### src/rtl/rf_arb_pkg.sv
// Shared state type, lock timeout and id-width helper for the register-file access arbiter.
// Supplies default RF_* data-path widths when the build does not define them.
`ifndef RF_AWIDTH
`define RF_AWIDTH 8
`endif
`ifndef RF_WIDTH
`define RF_WIDTH 32
`endif
`ifndef RF_MASK
`define RF_MASK 4
`endif

package rf_arb_pkg;

  typedef enum logic {IDLE, LOCKED} rf_arb_state_t;

  localparam int LOCK_TIMEOUT = 16;

  // Width of a requester index; N_REQ is always at least 2.
  function automatic int rf_arb_id_w(input int n_req);
    return (n_req > 1) ? $clog2(n_req) : 1;
  endfunction

endpackage

### src/rtl/rf_arb_picker.sv
// One-hot grant picker: rotate requests by the priority pointer, isolate the lowest set bit, rotate back.
// Combinational, no backpressure; RF_ARB_ROUND_ROBIN_EN selects rotating vs fixed lowest-index priority.
module rf_arb_picker #(
  parameter int N_REQ = 2,
  parameter int IDW   = 1
) (
  input  logic [N_REQ-1:0] req_mask,
  input  logic [IDW-1:0]   ptr,
  output logic [N_REQ-1:0] gnt
);

`ifdef RF_ARB_ROUND_ROBIN_EN
  logic [2*N_REQ-1:0] req_dbl;
  logic [N_REQ-1:0]   req_rot;
  logic [N_REQ-1:0]   gnt_rot;
  logic [2*N_REQ-1:0] gnt_dbl;

  always_comb begin
    req_dbl = {req_mask, req_mask} >> ptr;
    req_rot = req_dbl[N_REQ-1:0];
    gnt_rot = req_rot & (~req_rot + 1'b1);
    gnt_dbl = {{N_REQ{1'b0}}, gnt_rot} << ptr;
    gnt     = gnt_dbl[N_REQ-1:0] | gnt_dbl[2*N_REQ-1:N_REQ];
  end
`else
  logic unused_ptr;

  assign unused_ptr = ^ptr;
  assign gnt        = req_mask & (~req_mask + 1'b1);
`endif

endmodule

### src/rtl/rf_access_arbiter.sv
// Shares one single-port register file between N_REQ requesters (index 0 = SPI bridge), optional bus lock.
// gnt/mem_* are combinational; read data returns RD_LATENCY cycles after grant; req held until gnt.
// RF_ARB_ROUND_ROBIN_EN selects round-robin arbitration, otherwise fixed lowest-index priority.
module rf_access_arbiter
  import rf_arb_pkg::*;
#(
  parameter int N_REQ      = 2,
  parameter int RD_LATENCY = 1
) (
  input  logic                          clk,
  input  logic                          rst,
  input  logic [N_REQ-1:0]              req,
  input  logic [N_REQ-1:0]              lock,
  input  logic [N_REQ-1:0]              req_we,
  input  logic [N_REQ*`RF_AWIDTH-1:0]   req_addr,
  input  logic [N_REQ*`RF_WIDTH-1:0]    req_wdata,
  input  logic [N_REQ*`RF_MASK-1:0]     req_wmask,
  output logic [N_REQ-1:0]              gnt,
  output logic [N_REQ-1:0]              rvalid,
  output logic [`RF_WIDTH-1:0]          rdata,
  output logic                          mem_en,
  output logic                          mem_we,
  output logic [`RF_AWIDTH-1:0]         mem_addr,
  output logic [`RF_WIDTH-1:0]          mem_wdata,
  output logic [`RF_MASK-1:0]           mem_wmask,
  input  logic [`RF_WIDTH-1:0]          mem_rdata
);

  localparam int IDW = rf_arb_id_w(N_REQ);
  localparam int AW  = `RF_AWIDTH;
  localparam int DW  = `RF_WIDTH;
  localparam int MW  = `RF_MASK;

  typedef logic [IDW-1:0] rf_arb_id_t;

  rf_arb_state_t    state, state_nxt;
  rf_arb_id_t       owner, owner_nxt;
  rf_arb_id_t       gnt_id;
  rf_arb_id_t       ptr;
  logic [3:0]       tmo_cnt, tmo_cnt_nxt;
  logic [N_REQ-1:0] owner_oh;
  logic [N_REQ-1:0] req_mask;
  logic [N_REQ-1:0] rd_pipe [RD_LATENCY];

  // While locked only the owner may compete; reset blocks every grant.
  assign owner_oh = N_REQ'(1) << owner;
  assign req_mask = rst ? '0 : ((state == LOCKED) ? (req & owner_oh) : req);

  rf_arb_picker #(
    .N_REQ (N_REQ),
    .IDW   (IDW)
  ) u_picker (
    .req_mask (req_mask),
    .ptr      (ptr),
    .gnt      (gnt)
  );

  assign mem_en = |gnt;

  always_comb begin
    gnt_id    = '0;
    mem_we    = 1'b0;
    mem_addr  = '0;
    mem_wdata = '0;
    mem_wmask = '0;
    for (int i = 0; i < N_REQ; i++) begin
      if (gnt[i]) begin
        gnt_id    = rf_arb_id_t'(i);
        mem_we    = req_we[i];
        mem_addr  = req_addr[i*AW +: AW];
        mem_wdata = req_wdata[i*DW +: DW];
        mem_wmask = req_wmask[i*MW +: MW];
      end
    end
  end

  always_comb begin
    state_nxt   = state;
    owner_nxt   = owner;
    tmo_cnt_nxt = tmo_cnt;
    case (state)
      IDLE: begin
        tmo_cnt_nxt = '0;
        if (mem_en && lock[gnt_id]) begin
          state_nxt = LOCKED;
          owner_nxt = gnt_id;
        end
      end
      LOCKED: begin
        if (mem_en) begin
          tmo_cnt_nxt = '0;
          if (!lock[owner]) state_nxt = IDLE;
        end else if (tmo_cnt == 4'(LOCK_TIMEOUT - 1)) begin
          // Owner has been silent for the full timeout window: release the bus.
          tmo_cnt_nxt = '0;
          state_nxt   = IDLE;
        end else begin
          tmo_cnt_nxt = tmo_cnt + 4'd1;
        end
      end
      default: state_nxt = IDLE;
    endcase
  end

  always_ff @(posedge clk or posedge rst) begin
    if (rst) begin
      state   <= IDLE;
      owner   <= '0;
      tmo_cnt <= '0;
    end else begin
      state   <= state_nxt;
      owner   <= owner_nxt;
      tmo_cnt <= tmo_cnt_nxt;
    end
  end

`ifdef RF_ARB_ROUND_ROBIN_EN
  always_ff @(posedge clk or posedge rst) begin
    if (rst) begin
      ptr <= '0;
    end else if (mem_en && state == IDLE) begin
      ptr <= (gnt_id == rf_arb_id_t'(N_REQ - 1)) ? '0 : gnt_id + 1'b1;
    end
  end
`else
  assign ptr = '0;
`endif

  // One-hot read owner travels alongside the memory's read latency.
  always_ff @(posedge clk or posedge rst) begin
    if (rst) begin
      for (int i = 0; i < RD_LATENCY; i++) rd_pipe[i] <= '0;
    end else begin
      rd_pipe[0] <= (mem_en && !mem_we) ? gnt : '0;
      for (int i = 1; i < RD_LATENCY; i++) rd_pipe[i] <= rd_pipe[i-1];
    end
  end

  assign rvalid = rd_pipe[RD_LATENCY-1];
  assign rdata  = (|rvalid) ? mem_rdata : '0;

endmodule

### config.mk
export PLATFORM = sky130hd
export DESIGN_NAME = rf_access_arbiter
export DESIGN_NICKNAME = d
export VERILOG_FILES = /design/src/rtl/rf_arb_pkg.sv /design/src/rtl/rf_arb_picker.sv /design/src/rtl/rf_access_arbiter.sv
export SDC_FILE = /design/constraint.sdc
export NUM_CORES = 1
export LEC_CHECK = 0
export ABC_AREA = 0
export BUFFER_PORTS_ARGS = -buffer_cell sky130_fd_sc_hd__buf_2
export CELL_PAD_IN_SITES_DETAIL_PLACEMENT = 1
export CELL_PAD_IN_SITES_GLOBAL_PLACEMENT = 2
export CORE_MARGIN = 2
export CORE_UTILIZATION = 12
export DETAILED_ROUTE_END_ITERATION = 10
export GPL_TIMING_DRIVEN = 0
export PLACE_DENSITY = 0.95
export REMOVE_ABC_BUFFERS = 1
export SLEW_MARGIN = 30
export SYNTH_ARGS = -nofsm -noshare
export SYNTH_HDL_FRONTEND = slang
export SYNTH_SLANG_ARGS = --single-unit
export TNS_END_PERCENT = 20
### constraint.sdc
create_clock -name clk -period 3.2 [get_ports clk]
set_input_delay 0.64 -clock clk [delete_from_list [all_inputs] [get_ports clk]]
set_output_delay 0.64 -clock clk [all_outputs]
set_load 0.01 [all_outputs]
# Yosys cells after proc, flatten, opt, wreduce, memory -nomap -nowiden
# Index checks and enable logic that the tools add are counted.
# totals
in_bits	128
output_inout_bits	82
regBits	8
wordCells	45
# op_classes
muxes	25
bitwise	4
n_reduce_logical	6
addsub	2
n_shift	1
n_eq_ne	1
n_lt_le_gt_ge	2
# op_table
cell	count
32-bit two-way mux	3
4-bit two-way mux	4
8-bit two-way mux	2
1-bit two-way mux	11
4-bit one-hot mux with 2 select lines	1
2-bit two-way mux	3
4-bit by 1-bit adder with 4-bit output, second input constant	1
2-bit AND	2
4-bit == test, second input constant	1
1-bit by 2-bit < comparator with 1-bit output, second input constant	2
2-bit OR reduction	2
2-bit by 1-bit adder with 2-bit output, second input constant	1
1-bit logical AND	2
2-bit NOT	1
1-bit one-hot mux with 2 select lines	1
2-bit AND reduction	1
1-bit by 1-bit left shift with 2-bit output, first input constant	1
1-bit logical NOT	1
1-bit NOT	1

# Logic depth before layout (Yosys ltp)
# logic_depth
depth_word	13
depth_mapped	7
depth_no_buf	4

# By module
# From an unflattened synthesis, not the netlist that was laid out.
# unflattened
cells_unflattened	135
area_unflattened_um2	1228.7
# modules_own_cells
mod	n_inst	cells_per_inst	area_per_inst_um2
rf_access_arbiter	1	133	1207.4
rf_arb_picker	1	2	21.3

# Worst setup path before layout
# Ideal clock, no wire load.
# synth_timing
path_kind	in2out
startpoint	in req[0]
endpoint	out mem_wdata[10]
t_arrival_ns	1.551
path_stages	6
required_time_ns	2.560
path_buffers	3
setup_slack_ns	1.009
cell_sequence	buf_4 nor2b_1 and2_4 buf_6 buf_4 a22o_1
# synth_between
elab_chain_cells	8
# synth_rtl
element	line_no	source
start: declaration	rf_access_arbiter.sv:12	input logic [N_REQ-1:0] req,
2-bit AND	rf_access_arbiter.sv:47	assign req_mask = rst ? '0 : ((state == LOCKED) ? (req & owner_oh) : req);
2-bit two-way mux * (2 in a row)	rf_access_arbiter.sv:47	
2-bit NOT	rf_arb_picker.sv:29	assign gnt = req_mask & (~req_mask + 1'b1);
2-bit by 1-bit adder with 2-bit output	rf_arb_picker.sv:29	
2-bit AND *	rf_arb_picker.sv:29	
32-bit two-way mux	rf_access_arbiter.sv:67	if (gnt[i]) begin
32-bit two-way mux *	rf_access_arbiter.sv:67	
end: declaration	rf_access_arbiter.sv:24	output logic [`RF_WIDTH-1:0] mem_wdata,
# Every way passes the cells marked *; elsewhere a longest branch is shown, timed or not.

# Worst setup path after layout
# layout_timing
startpoint	in rst
endpoint	out mem_wdata[17]
# layout_between
elab_chain_cells	6
# layout_rtl
element	line_no	source
start: declaration	rf_access_arbiter.sv:11	input logic rst,
2-bit two-way mux *	rf_access_arbiter.sv:47	
2-bit NOT	rf_arb_picker.sv:29	
2-bit by 1-bit adder with 2-bit output	rf_arb_picker.sv:29	
2-bit AND *	rf_arb_picker.sv:29	
32-bit two-way mux	rf_access_arbiter.sv:67	
32-bit two-way mux *	rf_access_arbiter.sv:67	
# Marked as above.

==> qor.yml <==
max_freq_mhz: 369
cts.hold.buffers_added: 0
fin_area_mm2: 0.00232
path_max_fanout: 48
finalSetupTns_ps: 0
yosysTopAreaCell: "a22o_1"
antenna_left: 0
finalNonFillerCells: 471
skew_ps: 1.90
via_per_inst: 4.06
netlist_top_cells_area: "a22o_1 33%, nor2b_1 18%, dfrtp_1 17%"
setup_ws_ps: 487
grt_setup_unrepaired: "no"
antenna_found_initial: 0
die_w_um: 104
gp_congestion: 0.699
grt_first_pass_wirelength_um: 9080
drt-initial-drc-count: 56
whs_ps: 422
path_clk_slew_ps: 40
root_buffer: "clkbuf_8"
drv_slew: 0
drt_pass1_iterations: 4
final_util_pct: 23.9
fin_nets: 469
finalCriticalPeriod_ps: 2710
fp.coreArea_mm2: 0.00973
crit_path_frequent_cell: "buf_2"
syn_avg_cell_area_um2: 8.41
drc_errors: 0
crit_chain: "buf_2, inv_1, and3_4, a22o_1, buf_2"
top_layer: "met4"
die-area_mm2: 0.0108
cts_setup_buffers: 0
insertion_delay_ps: 230
synth_top_area_share_pct: 33.0
drive_gt1_share_pct: 65.1
dp_slack_ps: 427
cp_data_required_time_ps: 2560
met3_length_um: 549
grtUsageTotal_pct: 10.0
grt_max_degree: 49
finalSetupViolCount: 0
port_buffers: 209
critPathArrivalTime_ps: 2070
final_cell_mix: "209 x buf_2, 45 x a22o_1, 35 x nor2b_1"
powerDensity_mw_per_mm2: 367
h-tree-depth: 1
worstSetupStartpointType: "input pin"
syn2layout_area_growth_pct: 94.5
worst_hold_path_type: "input pin to asynchronous set/reset pin"
ctsResizeCount: 0
wire_per_inst_um: 12.0
io_pins: 210
ys_ff_latch: 8
total_power_mw: 0.853
cp-end-kind: "primary output"
antenna_cells_inserted: 0
outcome: "complete, no violations"
routed_wl_um: 5670
rows: 36
vias: 1914
critPathSlowestCell: "and3_4"
place_hpwl_um: 4870
die-height_um: 104
drt-met1-wl_um: 2190
criticalPathCategory: "input pin to primary output"
final_common_cell: "buf_2"
overflow: 0
peakVddDrop_uv: 144
yosysWarnings: 0
placed_cells: 468
tightest_slew_ps: 516
numCtsBuffers: 3
met2_length_um: 2900
slowest_delay_ps: 590
clock_sinks: 8
initial_core_util_pct: 12.3
synth.distinct_cells: 28
tritoncts: "yes"
hold_violations: 0
post_dp_cell_area_mm2: 0.00228
period_share_pct: 84.8
syn_area_mm2: 0.00119
postSynthCellCount: 142
seq_area_frac_synth_pct: 16.8
clk_path_buf_depth: 2
slew_headroom_pct: 65.6
grt_pass1_vias: 1850
leakagePower_nw: 1.39
cap_viol_max_count: 0
[per-layer routing]
metal	track usage, %	up-vias
li1	-	916
met1	11.3	868
met2	19.2	126
met3	2.20	4
met4	2.03	0
met5	0	-
[Yosys cell counts]
cell / instances
dfrtp_1: 8
nor2b_1: 35
buf_6: 8
and3_4: 1
buf_4: 3
nor3b_1: 2
ha_1: 1
o31ai_1: 1
a21oi_1: 6
nand4b_1: 1
a221oi_2: 1
nand2_4: 1
clkbuf_1: 3
xnor2_1: 1
o32ai_1: 1
nand2_1: 1
mux2i_1: 1
nand3_1: 1
o21ai_2: 1
a21bo_1: 1
o21ai_0: 3
nor2_1: 5
and2_4: 1
buf_2: 3
inv_1: 5
a21bo_2: 1
nor3_1: 1
a22o_1: 45
[state kept, by name, summed over array words and instances (netlist names)]
name	cells
owner	1
rvalid	2
tmo_cnt	4
state	1
[final cells by class]
class / instances / area, um^2
tap: 133 / 166
fill: 1277 / 7410
timing repair buffer: 210 / 1060
inverter: 5 / 18.8
clock buffer: 3 / 41.3
multi-input combinational: 112 / 840
sequential: 8 / 200
[final timing paths]
path	cells past startpoint	slack [ps]	endpoint	start
worst max-delay path	5	490	mem_wdata[17]	rst
worst min-delay path	2	420	tmo_cnt[2]	rst
worst max register to register	4	1690	owner	state
worst min register to register	1	540	tmo_cnt[0]	tmo_cnt[0]
max in group asynchronous	2	2530	tmo_cnt[1]	rst
min in group clk	1	540	tmo_cnt[0]	tmo_cnt[0]
[worst max-delay path, delay by kind of cell]
family          cells  cell delay [ps]
compound gates      1              250
buf+inv             3              560
simple gates        1              590
[power by group]
group | switching, mW | total (mW) | internal, mW | leakage (nW)
clock | 0.0404 | 0.122 | 0.0815 | 0.0216
sequential | 0.0533 | 0.184 | 0.130 | 0.106
combinational | 0.278 | 0.547 | 0.269 | 1.26
[kinds of logic (layout without fill, tap and decap cells)]
kind of cell	count (synthesis)	in the layout	synth area share (%)
buffers and inverters	22	218	13.2
flip-flops	8	8	16.8
AND/OR/NAND/NOR	49	49	25.7
XOR/XNOR	1	1	0.733
multiplexers	1	1	0.838
adder cells (fa/ha/maj)	1	1	1.05
AO/OA/AOI/OAI	60	60	41.8
Note: power is estimated with default switching activity, not from simulation.
